$ cat src/rtl/hc148_pkg.sv
// rtl/hc148_pkg.sv - shared types and constants for the synchronized 148-style priority encoder
package hc148_pkg;

  typedef enum logic [1:0] {
    ST_IDLE    = 2'd0,
    ST_HOLD    = 2'd1,
    ST_RELEASE = 2'd2
  } state_t;

  localparam logic [2:0] A_IDLE = 3'b111;
  localparam int SYNC_STAGES_DEFAULT = 2;

  // highest set bit wins; caller guarantees v != 0
  function automatic logic [2:0] top_index(input logic [7:0] v);
    logic [2:0] idx;
    idx = 3'd0;
    for (int i = 0; i < 8; i++) begin
      if (v[i]) idx = 3'(i);
    end
    return idx;
  endfunction

endpackage

$ cat src/rtl/sync_bus.sv
// rtl/sync_bus.sv - multi-flop synchronizer for a bus of independent active-low lines
module sync_bus #(
  parameter int WIDTH = 8,
  parameter int DEPTH = 2
) (
  input  logic             clk,
  input  logic             rst_n,
  input  logic [WIDTH-1:0] d,
  output logic [WIDTH-1:0] q
);

  logic [WIDTH-1:0] stage [DEPTH];

  always_ff @(posedge clk or negedge rst_n) begin
    if (!rst_n) begin
      for (int i = 0; i < DEPTH; i++) stage[i] <= '1;
    end else begin
      stage[0] <= d;
      for (int i = 1; i < DEPTH; i++) stage[i] <= stage[i-1];
    end
  end

  assign q = stage[DEPTH-1];

endmodule

$ cat src/rtl/hc148_sync.sv
// rtl/hc148_sync.sv - edge-captured, handshaked 8-line priority encoder with cascade enable
module hc148_sync
  import hc148_pkg::*;
#(
  parameter int SYNC_STAGES = SYNC_STAGES_DEFAULT
) (
  input  logic       CLK,
  input  logic       RST_N,
  input  logic       EI_N,
  input  logic [7:0] I_N,
  input  logic       ACK,
  output logic [2:0] A_N,
  output logic       GS_N,
  output logic       EO_N
);

  logic [7:0]             i_sync;
  logic [7:0]             smp;
  logic [7:0]             smp_d;
  logic [7:0]             fall;
  logic [7:0]             clr;
  logic [7:0]             pending;
  logic [7:0]             pending_nxt;
  logic [SYNC_STAGES-1:0] warm;
  state_t                 state;
  state_t                 state_nxt;

  sync_bus #(
    .WIDTH(8),
    .DEPTH(SYNC_STAGES)
  ) u_sync (
    .clk  (CLK),
    .rst_n(RST_N),
    .d    (I_N),
    .q    (i_sync)
  );

  // Samples read as low until the chain has flushed, so lines already low at
  // reset release never produce a high->low transition.
  always_ff @(posedge CLK or negedge RST_N) begin
    if (!RST_N) begin
      warm  <= '0;
      smp   <= '0;
      smp_d <= '0;
    end else begin
      warm  <= {warm[SYNC_STAGES-2:0], 1'b1};
      smp   <= warm[SYNC_STAGES-1] ? i_sync : 8'h00;
      smp_d <= smp;
    end
  end

  assign fall        = smp_d & ~smp;
  assign clr         = (state == ST_HOLD && ACK) ? (8'd1 << ~A_N) : 8'h00;
  assign pending_nxt = (pending & ~clr) | fall;

  always_comb begin
    state_nxt = state;
    case (state)
      ST_IDLE:    if (!EI_N && pending != 8'h00) state_nxt = ST_HOLD;
      ST_HOLD:    if (ACK) state_nxt = ST_RELEASE;
      ST_RELEASE: state_nxt = ST_IDLE;
      default:    state_nxt = ST_IDLE;
    endcase
  end

  always_ff @(posedge CLK or negedge RST_N) begin
    if (!RST_N) begin
      state   <= ST_IDLE;
      pending <= 8'h00;
      A_N     <= A_IDLE;
      GS_N    <= 1'b1;
      EO_N    <= 1'b1;
    end else begin
      state   <= state_nxt;
      pending <= pending_nxt;
      EO_N    <= !(!EI_N && state_nxt == ST_IDLE && pending_nxt == 8'h00);
      case (state)
        ST_IDLE: begin
          if (state_nxt == ST_HOLD) begin
            A_N  <= ~top_index(pending);
            GS_N <= 1'b0;
          end
        end
        ST_HOLD: begin
          if (ACK) begin
            A_N  <= A_IDLE;
            GS_N <= 1'b1;
          end
        end
        default: ;
      endcase
    end
  end

endmodule
$ cat config.mk
export PLATFORM = sky130hd
export DESIGN_NAME = hc148_sync
export DESIGN_NICKNAME = d
export VERILOG_FILES = /design/src/rtl/hc148_pkg.sv /design/src/rtl/sync_bus.sv /design/src/rtl/hc148_sync.sv
export SDC_FILE = /design/constraint.sdc
export NUM_CORES = 1
export LEC_CHECK = 0
export BUFFER_PORTS_ARGS = -buffer_cell sky130_fd_sc_hd__buf_2
export CAP_MARGIN = 20
export CELL_PAD_IN_SITES_DETAIL_PLACEMENT = 2
export CELL_PAD_IN_SITES_GLOBAL_PLACEMENT = 2
export CORE_AREA = 5 5 82 84
export DETAILED_ROUTE_END_ITERATION = 12
export DIE_AREA = 0 0 87 89
export PLACE_DENSITY = 0.68
export RECOVER_POWER = 25
export SLEW_MARGIN = 40
export SYNTH_ARGS = -nofsm -noshare
export SYNTH_HDL_FRONTEND = slang
export SYNTH_SLANG_ARGS = --single-unit
export TNS_END_PERCENT = 1
$ cat constraint.sdc
create_clock -name CLK -period 3.5 [get_ports CLK]
set_clock_uncertainty 0.1 [all_clocks]
set_input_delay 0 -clock CLK [delete_from_list [all_inputs] [get_ports CLK]]
set_output_delay 0 -clock CLK [all_outputs]
set_load 0.05 [all_outputs]
# --- After elaboration in Yosys (flattened, before gate mapping) ---
# Cells that the tools add are included.
word_totals:
  out_inout_bits: 5
  ff_bits: 49
  wordCells: 54
classes:
  muxes: 20
  reduce_logical: 12
  bitwise_logic: 7
  shifts: 1
  eq_ne: 4
ops:
  columns: ["op", "n"]
  rows:
  - ["2-to-1 mux 3 bit", 10]
  - ["AND 8 bit", 2]
  - ["2-to-1 mux 8 bit", 2]
  - ["inverter 8 bit", 2]
  - ["zero test 8 bit", 1]
  - ["bitwise OR 8 bit", 1]
  - ["nonzero test 8 bit", 1]
  - ["<< shifter 1 x 3 -> 8 bit (first input constant)", 1]
  - ["inverter 3 bit", 2]
  - ["case mux 3 bit (2 select lines)", 1]
  - ["== test 2 x 1 -> 1 bit (second input constant)", 2]
  - ["logical AND 1 bit", 4]
  - ["zero test 2 bit", 2]
  - ["2-to-1 mux 2 bit", 2]
  - ["!= test 2 bit (second input constant)", 2]
  - ["case mux 2 bit (2 select lines)", 1]
  - ["2-to-1 mux 1 bit", 3]
  - ["AND reduction 3 bit", 1]
  - ["zero test 1 bit", 2]
  - ["case mux 1 bit (2 select lines)", 1]
  - ["nonzero test 2 bit", 1]

# --- Logic depth before layout (Yosys ltp) ---
# Gate-level depths: netlist of the first run.
depth:
  word_depth: 12
  depth_mapped: 6
  depth_no_buf: 5

# --- By module ---
# Synthesis of the first run repeated with hierarchy kept, for this count alone.
hier_totals:
  cells_unflattened: 136
  area_unflattened_um2: 1757.9
by_module_without_submodules:
  columns: ["module", "cells_each", "seq_area_each_um2", "n_inst", "area_each_um2"]
  rows:
  - ["hc148_sync", 112, 832.0, 1, 1277.5]
  - ["sync_bus", 24, 420.4, 1, 480.5]

# --- Least setup slack after synthesis of the first run ---
# No wires, ideal clock.
synth_timing:
  path_kind: "register to register"
  start: "register pending[5]"
  end: "register EO_N"
  path_stages_with_launch: 6
  required_time_ps: 3306
  path_slack_ps: 1225
  n_path_buf: 0
  arrival_ps: 2081
  cell_sequence: "dfrtp_1 -> or4_4 -> nor3_2 -> nor2_1 -> or4_1 -> or4_1"
synth_via:
  elab_chain_len: 8
synth_rtl:
  columns: ["item", "line", "text"]
  rows:
  - ["start: declaration", "hc148_sync.sv:22", "logic [7:0] pending;"]
  - ["start signal: assignment", "hc148_sync.sv:75", "pending <= pending_nxt;"]
  - ["nonzero test 8 bit", "hc148_sync.sv:59", "ST_IDLE: if (!EI_N && pending != 8'h00) state_nxt = ST_HOLD;"]
  - ["logical AND 1 bit", "hc148_sync.sv:59", null]
  - ["2-to-1 mux 2 bit", "hc148_sync.sv:59", null]
  - ["case mux 2 bit (2 select lines)", "hc148_sync.sv:58", "case (state)"]
  - ["zero test 2 bit", "hc148_sync.sv:76", "EO_N <= !(!EI_N && state_nxt == ST_IDLE && pending_nxt == 8'h00);"]
  - ["logical AND 1 bit", "hc148_sync.sv:76", null]
  - ["logical AND 1 bit *", "hc148_sync.sv:76", null]
  - ["zero test 1 bit *", "hc148_sync.sv:76", null]
  - ["end signal: assignment", "hc148_sync.sv:76", null]
  - ["end: declaration", "hc148_sync.sv:14", "output logic EO_N"]
# Every way passes the cells marked *; elsewhere a longest branch is shown, timed or not.
# A chain may end at the register's enable or synchronous reset.

# --- Worst setup path in the final report of the first run ---
layout_timing:
  start: "register state[1]"
  end: "register EO_N"
layout_via:
  elab_chain_len: 9
layout_rtl:
  columns: ["item", "line", "text"]
  rows:
  - ["start: declaration", "hc148_sync.sv:25", "state_t state;"]
  - ["start signal: assignment", "hc148_sync.sv:74", "state <= state_nxt;"]
  - ["== test 2 x 1 -> 1 bit", "hc148_sync.sv:53, hc148_sync.sv:58", null]
  - ["logical AND 1 bit", "hc148_sync.sv:53", "assign clr = (state == ST_HOLD && ACK) ? (8'd1 << ~A_N) : 8'h00;"]
  - ["2-to-1 mux 8 bit", "hc148_sync.sv:53", null]
  - ["inverter 8 bit", "hc148_sync.sv:54", "assign pending_nxt = (pending & ~clr) | fall;"]
  - ["AND 8 bit", "hc148_sync.sv:54", null]
  - ["bitwise OR 8 bit", "hc148_sync.sv:54", null]
  - ["zero test 8 bit", "hc148_sync.sv:76", null]
  - ["logical AND 1 bit *", "hc148_sync.sv:76", null]
  - ["zero test 1 bit *", "hc148_sync.sv:76", null]
# Marked as above.

==> results summary, run 1 <==
The run finished with clean final reports. The global-route wire length before repair is 5800 um. The cell type with the highest aggregate area in the netlist is dfrtp_1.

The leakage dissipation came out at around 0.87 nW. The floorplan die height is slightly below 90 um. The total power per unit cell area is 651 nW/um^2. The clock latency at the later pin of the worst-skew pair is between 0.3 and 0.4 ns. Of the total power, combinational logic draws roughly a fifth. The cell with the most instances after synthesis is dfrtp_1. The actual transition at the worst max-transition pin is 0.664 ns. The total track usage came out at about 10%. The initial antenna violation count is 0. The initialized floorplan defines 28 standard-cell rows.

The area added between synthesis and finish is 22.9%. For flop-to-flop paths, the worst setup slack is between 1 and 1.5 ns. Detailed routing inserted a total of between 1000 and 1500 vias. The I/O pin total came out at 17.

For this run, the top clock speed supported by timing is ~410 MHz. The total of flip-flops plus latches after synthesis came out at a little under 50. Sorting the synthesized cells by area gives the leading types as dfrtp_1 41%, dfstp_2 33%, and2_1 3.0%.

The number of post-CTS setup repair buffers came out at 0. The startpoint type of the worst setup path is a flop. The hold slack came out at 0.148 ns. After synthesis, the most frequently instantiated cells are 28 x dfrtp_1, 21 x dfstp_2, 10 x nand2_1, 10 x o21ai_0, 8 x and2_1. The fraction of power spent switching nets is 33.1%. In the final timing run, aggregate negative setup slack is 0 ns. The startpoint identified for the worst register-to-register timing path is state[1]. The longest clock path from root to sink contains 2 buffers. The net count after synthesis came out at 140. The total overflow left after global routing is 0. The summed instance area of the synthesized netlist is around 1700 um^2. The synthesized area per cell came out at about 13 um^2.

STA puts the critical path data arrival time at roughly 2.6 ns. The headroom to the max-slew limit is a little under three fifths. The clock period minus worst slack came out at about 2.4 ns. The area enclosed by the die boundary is around 7700 um^2. The type of the tightest min-delay check is primary input to async pin.

The area share of the leading cell type in the synthesized netlist is between 40% and 50%. Buffers placed on the I/O ports in this run total 16. Detailed placement finished with a half-perimeter wire length of around 2300 um. The congestion estimate from routability-driven global placement came to 0.836. The number of pins with negative max-slew slack in the final report came to 0. The clock-pin slew on the worst setup and hold paths is about 0.09 ns. Once the floorplan was initialized, standard cells occupied between 20 and 30% of the core. The relative contribution of sequential cells to total power is between 50% and 60%. The number of global-route vias before repair came to 1176.

For this run, the leading register cell type out of synthesis is dfrtp_1. The number of cells on the worst reg-to-reg path is 5. The detail-routed net length per standard cell came out at approximately 14 um.

TritonCTS built the clock tree. The max-capacitance violation count came out at 0. The die is 87 um wide. The worst setup path is captured at a flop.

The number of DRC markers in iteration 0 came out at 47. The H-tree depth reported by CTS came out at 2. The worst-case IR drop observed on VDD is 0.280 mV.

The total count of hold-check failures in the final report came out at 0. The share of the cycle needed by the critical path after routing came out at around 70%. After filler insertion, the fill cell instance count of the layout stands at 615. 0 antenna diodes ended up in the layout. Setup repair after global routing left no endpoint under its margin. The path type of the worst setup path is flop to flop. The count of unresolved DRC violations after routing came out at 0. The number of setup violations in the final report came out at 0. The via count normalized by instance count came out at roughly 4.5. The cell-internal power is ~0.0009 W. The total power came out at ~0.0014 W.

The remaining antenna violation count after routing came out at 0. The core region is about 6000 um^2. The most critical setup path has its endpoint at EO_N. The count of different cell masters after synthesis came out at 27. The worst register-to-register path ends at EO_N. The count of nets after finishing came out at between 150 and 200.

The switching power total came out at between 0.0004 and 0.0005 W. The number of iterations in the first detailed-routing pass came out at 4. The routed design has 3420 um of wire. The maximum fanout along the worst path came out at 7.

The count of synthesis-stage warnings from yosys is 0. Entering global routing, the biggest net connects 50 pins. In the final layout, the share of cells above drive strength 1 is a little under a third. The clock buffer count from CTS came out at 5. The required time at the endpoint of the critical path is ~3.6 ns.

Sequential cells were found to cover about three quarters of the synthesized design area. The count of instances resized after the clock tree is built came out at 0. The launching instance or port of the critical path is state[1]. The part of the power in the clock network came out at between 20% and 30%. The count of flip-flops with a built-in enable after synthesis is 0. The number of standard cells after synthesis is around 130. CTS placed an instance of clkbuf_8 at the clock tree root. The count of clock tree sinks came out at just under 50.

The share of async-settable or async-resettable flops after synthesis came out at 100%.
metrics by stage:
stage	std cells	utilization (%)	area (um^2)	setup WS, ns
floorplan	128	-	1690	1.22
global placement	218	31.8	1860	1.15
detailed placement	218	31.9	1870	1.09
CTS	237	35.5	2080	1.05
global route	237	35.5	2080	0.987
finish	237	35.5	2080	1.06
state kept, by name (all words and copies together) (netlist names):
register      cells
GS_N              1
u_sync.stage      8
warm              2
EO_N              1
pending           8
state             2
smp               8
smp_d             8
A_N               3
u_sync.q          8
critical path: stages, from the launching register on:
cell,delay [ns]
dfrtp_1,0.43
and3b_1,0.38
nand2b_2,0.16
o32a_1,0.30
or4_1,0.51
or4_1,0.48
worst min-delay path by stage:
stage,start,to,cells after the start
2_1_floorplan,RST_N,pending[0],0
3_3_place_gp,I_N[7],u_sync.stage[15],1
3_5_place_dp,RST_N,state[1],1
4_1_cts,RST_N,state[1],2
5_1_grt,RST_N,pending[6],2
6_report,RST_N,pending[6],2
routing by layer:
layer	track usage (%)	vias up	share of wire (%)
met5	0	-	0
met4	3.40	0	1.5
met3	3.96	6	5.0
met2	18.3	21	51
met1	10.5	545	42
li1	-	494	-
power groups by stage:
stage	sequential [W]	clock (W)	combinational (W)
after floorplan	0.000790	0	0.000110
after global placement	0.000725	0	0.000256
after detailed placement	0.000733	0	0.000263
after CTS	0.000724	0.000379	0.000275
after global routing	0.000733	0.000399	0.000297
final	0.000722	0.000359	0.000270
final cells by class:
cell class	count	area [um^2]	area share (%)
multi-input cells	72	415	20.0
inverters	6	22.5	1.08
clock inverters	2	16.3	0.784
clock buffers	6	82.6	3.98
repair buffers	27	193	9.28
well taps	75	93.8	4.52
flip-flops and latches	49	1250	60.3
logic make-up after synthesis:
kind of cell | count (synthesis) | synth area share, %
flops | 49 | 74.1
simple gates | 49 | 16.5
compound gates | 22 | 7.48
buf+inv | 7 | 1.63
other cells | 1 | 0.222
placed cells by master, fill, tap and decap left out, types with 2 or more instances in the layout:
cell type and instances:
inv_1 6, nor2_1 5, dfrtp_1 28, dfstp_2 21, nor2b_1 3, nand2_1 10
o21bai_1 2, a21oi_1 7, nand3_1 4, and2_1 8, clkbuf_8 6, nand2b_1 5
dlygate4sd3_1 11, o21ai_0 10, or4_1 3, buf_2 15, nor3_1 3
repair_timing:
| item | CTS | global route |
|---|---|---|
| setup endpoints to repair | 0 | 0 |
| endpoints found under the hold margin | 64 | 0 |
| hold buffers | 11 | 0 |
Power figures use the tool's default switching activity.
==> run 2: changes to the inputs <==
ABC_AREA = 1   (was default)
CORE_AREA = 5 5 84 86   (was 5 5 82 84)
DIE_AREA = 0 0 89 91   (was 0 0 87 89)
PLACE_DENSITY = 0.74   (was 0.68)
clock period = 2.1 ns   (was 3.5 ns; I/O delays follow)
==> run 2 against run 1 <==
  * Via count is 13% higher
  * Highest routed layer unchanged
  * Critical path depth is 2 higher
  * Utilization barely moved
  * Count of clock-buffer cells in the layout is 1 lower
  * Worst hold slack better by 0.069 ns
  * Synthesized cell count up 34%
==> results summary, run 2 <==
The flow ran to the end, and the final reports show no timing, DRC or antenna violations. After detailed routing, the number of vias per cell comes to ~4.2. The cell-internal power is 0.00165 W. The startpoint type of the worst setup path is a flop. In the final routed layout, each cell accounts on average for 13.1 um. The count of different cell masters after synthesis is 22.

The register area share after synthesis came out at a little over two thirds. After detailed routing, the total wire length is around 3700 um. IR analysis of the VDD net gives a maximum drop of between 0.4 and 0.5 mV. STA classifies the critical path endpoint as a flop. The area growth from synthesis to layout is 22.7%.

The sum of negative setup slack came out at 0 ns. Sorting the synthesized cells by area gives the leading types as dfrtp_1 39%, dfstp_2 31%, inv_1 7.7%. The count of clock tree sinks is 49. The filler cell count is 684. The share of power burned in combinational logic came out at approximately 22%. The number of vias in the routed layout came out at between 1000 and 1500.

The highest metal layer carrying signal wires in the routed design is met4. For the worst setup path, the data required time is 2.19 ns. The remaining global-route overflow came out at 0. The worst path setup slack after routing is roughly 0.25 ns. In this run, synthesis produced a sequential element count of just under 50. In this run the remaining antenna-violating nets after routing total 0. The root buffer cell is clkbuf_8. The total placed cells including tap cells is between 200 and 300. The H-tree depth reported by CTS is 2. The fraction of power spent switching nets is 34.1%. The global-route wire length before repair is 6300 um. On the critical path the largest part of the delay comes from simple AND/OR/NAND/NOR gates. The antenna cell count is 0. The max-capacitance violation count is 0.

The count of flip-flops with a built-in enable after synthesis is 0. Data on the critical path arrives at its endpoint at 1.95 ns. The number of standard cells after synthesis came out at ~170. The biggest area contributor in the post-synthesis netlist is dfrtp_1. The number of pins with negative max-slew slack in the final report is 0.

Among all flip-flop cells after synthesis, the most frequent one is dfrtp_1. After detailed routing, the number of remaining DRC violations is 0. Static timing analysis puts the maximum clock frequency at 540 MHz. The share of the cycle needed by the critical path after routing came out at about nine tenths. The port buffer count came out at 16. The total count of hold-check failures in the final report came out at 0.

The total track usage came out at around a tenth. The part of the power in the clock network is 28.3%. The final instance count without filler cells came out at approximately 280. The number of DRC markers in iteration 0 came out at 37. The most frequent cell on the critical path is nor2_1.

In this run the cell area of the synthesized design comes to roughly 1800 um^2. The number of iterations in the first detailed-routing pass is 4. The core box area is 6200 um^2.

The clock period minus worst slack is about 1.9 ns. Dividing the synthesized area by the synthesized cell count gives 10.4 um^2. The number of setup violations in the final report is 0.

The top cell type by area accounts for around 39% of the synthesized area. The type of the tightest min-delay check is primary input to async pin. The delay of the slowest cell on the worst path is ~0.56 ns. In the detailed route, the total length drawn on met3 is ~170 um. Of all flip-flops after synthesis, the portion carrying an async set or reset was 100%. The leakage dissipation is ~1.1 nW.

The relative contribution of sequential cells to total power came out at 49.7%. The clock-pin slew on the worst setup and hold paths is 0.10 ns. After synthesis, the most frequently instantiated cells are 37 x inv_1, 28 x dfrtp_1, 28 x nand2_1, 28 x nor2_1, 21 x dfstp_2. The library cell used most frequently in the layout, excluding fill and tap cells, is inv_1. The total routed wire length on the met1 layer is 1410 um. The clock buffer count from CTS is 5.

The maximum fanout along the worst path came out at 5. The critical path goes through nor2_1 > nand2_1 > nor2_1 > nor2_2 > nand2_2 > o21ai_0 > dlygate4sd3_1. When the netlist entered floorplanning its net count stood at 184.

Detailed routing placed a total of 2090 um of wire on met2. At the pin with the least slew margin, the transition time is between 0.6 and 0.7 ns. At the placement stage, the worst setup path has a slack of ~0.64 ns.

The TritonCTS clock tree is yes. The count of synthesis-stage warnings from yosys came out at 0. The floorplan die height came out at around 91 um. The cell with the most instances after synthesis is inv_1. At the later pin of the worst-skew pair, clock insertion delay measures ~0.31 ns. The total power per unit cell area came out at about 1100 nW/um^2. The initial antenna violation count came out at 0. The area enclosed by the die boundary came out at between 8000 and 9000 um^2.

The library cells used most frequently in the layout, excluding fill and tap cells, are 37 x inv_1, 28 x nand2_1, 28 x nor2_1, 28 x dfrtp_1, 21 x dfstp_2. The count of nets after finishing came out at roughly 220. After legalization and detailed placement, the total HPWL measured approximately 2500 um. For this design, the slowest cell found on the critical path is dlygate4sd3_1. The layout cell share with drive strength beyond 1 came out at a little over a quarter.

In this run the tightest slew margin relative to its limit is around 60%. After floorplanning, the core was divided into 29 placement rows. Counting along the longest clock path gives a buffer depth of 2. The I/O pin total came out at 17. The initial core utilization is ~29%. The congestion estimate from routability-driven global placement came to between 0.7 and 0.8. The critical path starts at pending[3].

The number of global-route vias before repair is around 1300. The width of the die came out at a little under 90 um. The critical path is of the flop to flop type. The number of buffers and inverters on the critical path came out at 1. Entering global routing, the biggest net connects 50 pins. For this design the total switching power over the nets is approximately 0.00085 W.

In this run the critical register-to-register path is launched from pending[3]. Setup repair after global routing left no endpoint under its margin.
-- run 2: cell count changes after synthesis, moves of 3 or more --
cell and delta:
a21oi_1 -4, and2_1 -8, inv_1 +31, nand2_1 +18
nand2b_1 -5, nor2_1 +23, nor2_2 +3, nor2b_1 -3
o21a_1 +4, o21ai_0 -8, or4_1 -3
-- run 2: cells by family after synthesis --
kind of cell / after synthesis / synth area share, %
other: 1 / 0.209
AO/OA/AOI/OAI: 11 / 3.97
AND/OR/NAND/NOR: 70 / 16.9
flip-flops: 49 / 69.8
buffers and inverters: 41 / 9.06
-- run 2: repair_timing --
item                      CTS  global route
hold endpoints to repair   39             0
buffers inserted            0             0
hold buffers               12             0
gates resized for setup     0             0
-- run 2: path summary, 6_finish.rpt --
kind                                          to  slack, ns  depth (start not counted)
worst max-delay path                    state[0]       0.25                          7
worst min-delay path                    state[0]       0.22                          3
worst max register to register          state[0]       0.25                          7
worst min register to register       u_sync.q[0]       0.26                          0
max in group asynchronous               smp_d[6]       1.28                          3
min in group CLK                u_sync.stage[10]       0.23                          2
-- run 2: area by class of cell --
class	instances	area, um^2	area share, %
Inverter	39	148	6.70
Clock buffer	5	68.8	3.13
Tap cell	77	96.3	4.38
Timing Repair Buffer	29	208	9.43
Sequential cell	49	1250	56.9
Multi-Input combinational cell	82	379	17.2
Clock inverter	3	50.0	2.27
-- run 2: worst reg2reg max path: stages (launching register included) --
cell and delay (ns):
dfrtp_1 0.42, nor2_1 0.22, nand2_1 0.08, nor2_1 0.12
nor2_2 0.06, nand2_2 0.10, o21ai_0 0.09, dlygate4sd3_1 0.56
-- run 2: per-layer routing --
metal / GRT usage, % / vias up
met2: 19.1 / 20
met1: 11.0 / 609
met4: 2.98 / 0
met3: 3.35 / 5
li1: - / 566
met5: 0 / -
-- run 2: metrics by stage --
stage	hold slack (ns)	cell area, um^2	power, W	utilization [%]
final	0.217	2200	0.00250	35.5
after global routing	0.207	2200	0.00268	35.5
after CTS	0.198	2200	0.00256	35.5
after detailed placement	0.00642	1960	0.00180	31.6
after global placement	0.00440	1960	0.00176	31.6
after floorplan	-0.396	1790	0.00164	-
-- run 2: power by group through the flow --
stage          combinational [W]  sequential, W  clock [W]
3_3_place_gp            0.000517        0.00125          0
4_1_cts                 0.000564        0.00125   0.000743
3_5_place_dp            0.000534        0.00126          0
5_1_grt                 0.000624        0.00127   0.000785
6_report                0.000550        0.00124   0.000707
2_1_floorplan           0.000285        0.00135          0
==> run 3: changes to the inputs <==
CORE_AREA = 2 2 81 83   (was 5 5 84 86)
DIE_AREA = 0 0 83 85   (was 0 0 89 91)
==> run 3 against run 2 <==
  * The run now ends with hold timing left
  * Via count is 2.6% lower
  * First-iteration DRC count is 22% lower
  * Utilization is 0.34 points lower
  * Clock power is 6.8% lower
  * Combinational power hardly changed
  * Count of clock-buffer cells in the layout stayed put
  * Sequential cell count stayed put
  * Register-to-register slack hardly changed
  * Worst hold slack worse by 0.22 ns
  * Sequential power hardly changed
  * Non-clock buffer count is 1 lower
  * Routed wire length is 3.3% lower
  * Critical endpoint unchanged
  * Largest cell class unchanged
  * Largest power group unchanged
  * Highest routed layer unchanged
==> results summary, run 3 (synthesized netlist as in run 2, its figures left out) <==
Walking the worst path, the cells encountered are nor2_1 > nand2_1 > nor2_1 > nor2_2 > nand2_2 > o21ai_0 > dlygate4sd3_1. After floorplanning, the core was sized to cover slightly above 6000 um^2. Data arrives at the worst endpoint at 1.93 ns.

The clock-pin slew on the worst setup and hold paths is approximately 0.09 ns. From left edge to right edge, the die measures around 83 um. The global-route wire length before repair came out at approximately 6000 um. The tightest min-delay check is of the primary input to flop type.

The I/O pin total is 17. The total power per unit cell area is around 1100 nW/um^2. The final weighted congestion in routability-driven placement came out at ~0.78. The number of DRC markers in iteration 0 came out at 29. After detailed placement, the total cell area comes to just under 2000 um^2. The filler cell count came out at between 600 and 700.

The number of pins with negative max-slew slack in the final report was 0. Wire segments on met2 add up to ~2000 um in the final route. The area added between synthesis and finish is 21.5%. The tree is rooted in a clkbuf_8. The maximum clock insertion buffer count is 2. In this design, the critical path's most frequently occurring cell is nor2_1. The share of the cycle needed by the critical path after routing is 87.5%. After detailed routing, the wire length on met1 is between 1000 and 1500 um. The final instance count without filler cells is ~280. Cells fill a little over a third of the core in the end. The number of iterations in the first detailed-routing pass is 5. The layout cell share with drive strength beyond 1 came out at 26.3%.

The total track usage came out at a little under an eighth. Setup repair after global routing left no endpoint under its margin. The nature of the critical path endpoint is a flop.

The detail-routed net length per standard cell is between 10 and 15 um. The die covers around 7000 um^2. The maximum fanout along the worst path is 5.

Signal routing reaches up to met4. For this run, design rule violations remaining after detail routing come to 0. The most frequent standard cell in the layout excluding fill and tap cells is inv_1. Counting every sink on the clock net gives between 40 and 50. The hold slack came out at -0.00466 ns. The number of global-route vias before repair is 1355. The checks that failed: hold timing. Setup violations remaining at the end of the flow were counted as 0. The initial core utilization is 28.9%.

The via count normalized by instance count came out at 4.15. For this run, the slowest stage of the critical path takes between 0.5 and 0.6 ns. For the pin with the worst max-slew slack, the measured transition is 0.607 ns. The number of buffers and inverters on the critical path is 1. The max-capacitance violation count is 0. The floorplan step set the die height to approximately 85 um.

The antenna cell count came out at 0. During placement, the flow inserted port buffers numbering 16. The flow ran to the end, but the final reports show violations.

For this block, the routed nets add up to ~3600 um of wire. The total count of hold-check failures in the final report was 1. The total placed cells including tap cells came out at around 260. Summed over all nets, the half-perimeter wirelength after detailed placement is 2500 um. The top achievable clock speed is about 540 MHz. The remaining antenna violation count after routing is 0. The required time at the endpoint of the critical path is ~2.2 ns. Counting the buffers created by CTS gives 5.

The slowest stage of the critical path is the dlygate4sd3_1 cell. The library cells used most frequently in the layout, excluding fill and tap cells, are 37 x inv_1, 28 x nand2_1, 28 x nor2_1, 28 x dfrtp_1, 21 x dfstp_2. The number of vias in the routed layout is around 1200.

The maximum number of pins on one net before global-route repair is 50. The headroom to the max-slew limit came out at about three fifths. The worst supply voltage drop on vdd is 0.536 mV. The number of post-CTS setup repair buffers came out at 0. The sum of negative setup slack is 0 ns.

The count of nets after finishing came out at 217. The initial antenna violation count came out at 0. Counting I/O delays and the setup requirement, the final critical path takes 1.84 ns.

The worst setup path is launched from a flop. The worst setup path is of the flop to flop kind. Among cell families on the critical path, the largest total delay comes from simple AND/OR/NAND/NOR gates.

The cell area after layout came out at 2180 um^2. The leakage dissipation came out at 1.06 nW. The standard-cell row count is 29. The H-tree depth reported by CTS came out at 2. The clock latency at the later pin of the worst-skew pair came out at roughly 0.30 ns. TritonCTS built the clock tree. The remaining global-route overflow is 0. The routed design uses between 100 and 150 um of met3 wire.
[run 3: cell types whose count changed in the layout (fill, tap and decap cells not counted), sizes merged]
cell	change
clkinv	-1
dlygate4sd3	-1
[run 3: layout make-up]
type | count | area, um^2 | area share, %
clock buffers | 5 | 68.8 | 3.16
inverters | 39 | 148 | 6.77
well taps | 77 | 96.3 | 4.42
clock inverters | 2 | 38.8 | 1.78
flip-flops and latches | 49 | 1250 | 57.4
repair buffers | 28 | 198 | 9.06
multi-input cells | 82 | 379 | 17.4
[run 3: worst paths after layout]
check / from / endpoint / slack (ns) / depth (start not counted)
min in group asynchronous: RST_N / state[0] / 0.22 / 3
setup reg to reg: pending[3] / state[0] / 0.26 / 7
hold reg to reg: u_sync.stage[10] / u_sync.q[2] / 0.26 / 0
max in group asynchronous: RST_N / pending[4] / 1.26 / 3
hold / removal: EI_N / GS_N / -0.005 / 5
setup / recovery: pending[3] / state[0] / 0.26 / 7
[run 3: timing repair]
action | CTS | global route
hold buffers | 11 | 0
endpoints found under the hold margin | 39 | 0
gates resized for setup | 0 | 0
endpoints found under the setup margin | 0 | 0
[run 3: routing by layer]
layer  track usage (%)  up-vias
met3              2.92        6
met2              21.0       22
met5                 0        -
li1                  -      564
met4              5.37        0
met1              11.9      577
[run 3: through the flow]
step	power [W]	worst slack, ns
6_report	0.00245	0.263
5_1_grt	0.00260	0.160
4_1_cts	0.00250	0.254
3_5_place_dp	0.00180	0.617
3_3_place_gp	0.00177	0.637
2_1_floorplan	0.00164	0.579
[run 3: power by group]
| part | leakage (nW) | switching (W) | internal, W |
|---|---|---|---|
| sequential | 0.550 | 0.000130 | 0.00111 |
| clock | 0.0546 | 0.000307 | 0.000353 |
| combinational | 0.458 | 0.000378 | 0.000172 |
| total | 1.06 | 0.000815 | 0.00163 |
[run 3: worst register-to-register path, cell delays in order, from the launching register on]
cell           delay (ns)
dfrtp_1              0.41
nor2_1               0.22
nand2_1              0.07
nor2_1               0.12
nor2_2               0.06
nand2_2              0.10
o21ai_0              0.10
dlygate4sd3_1        0.56
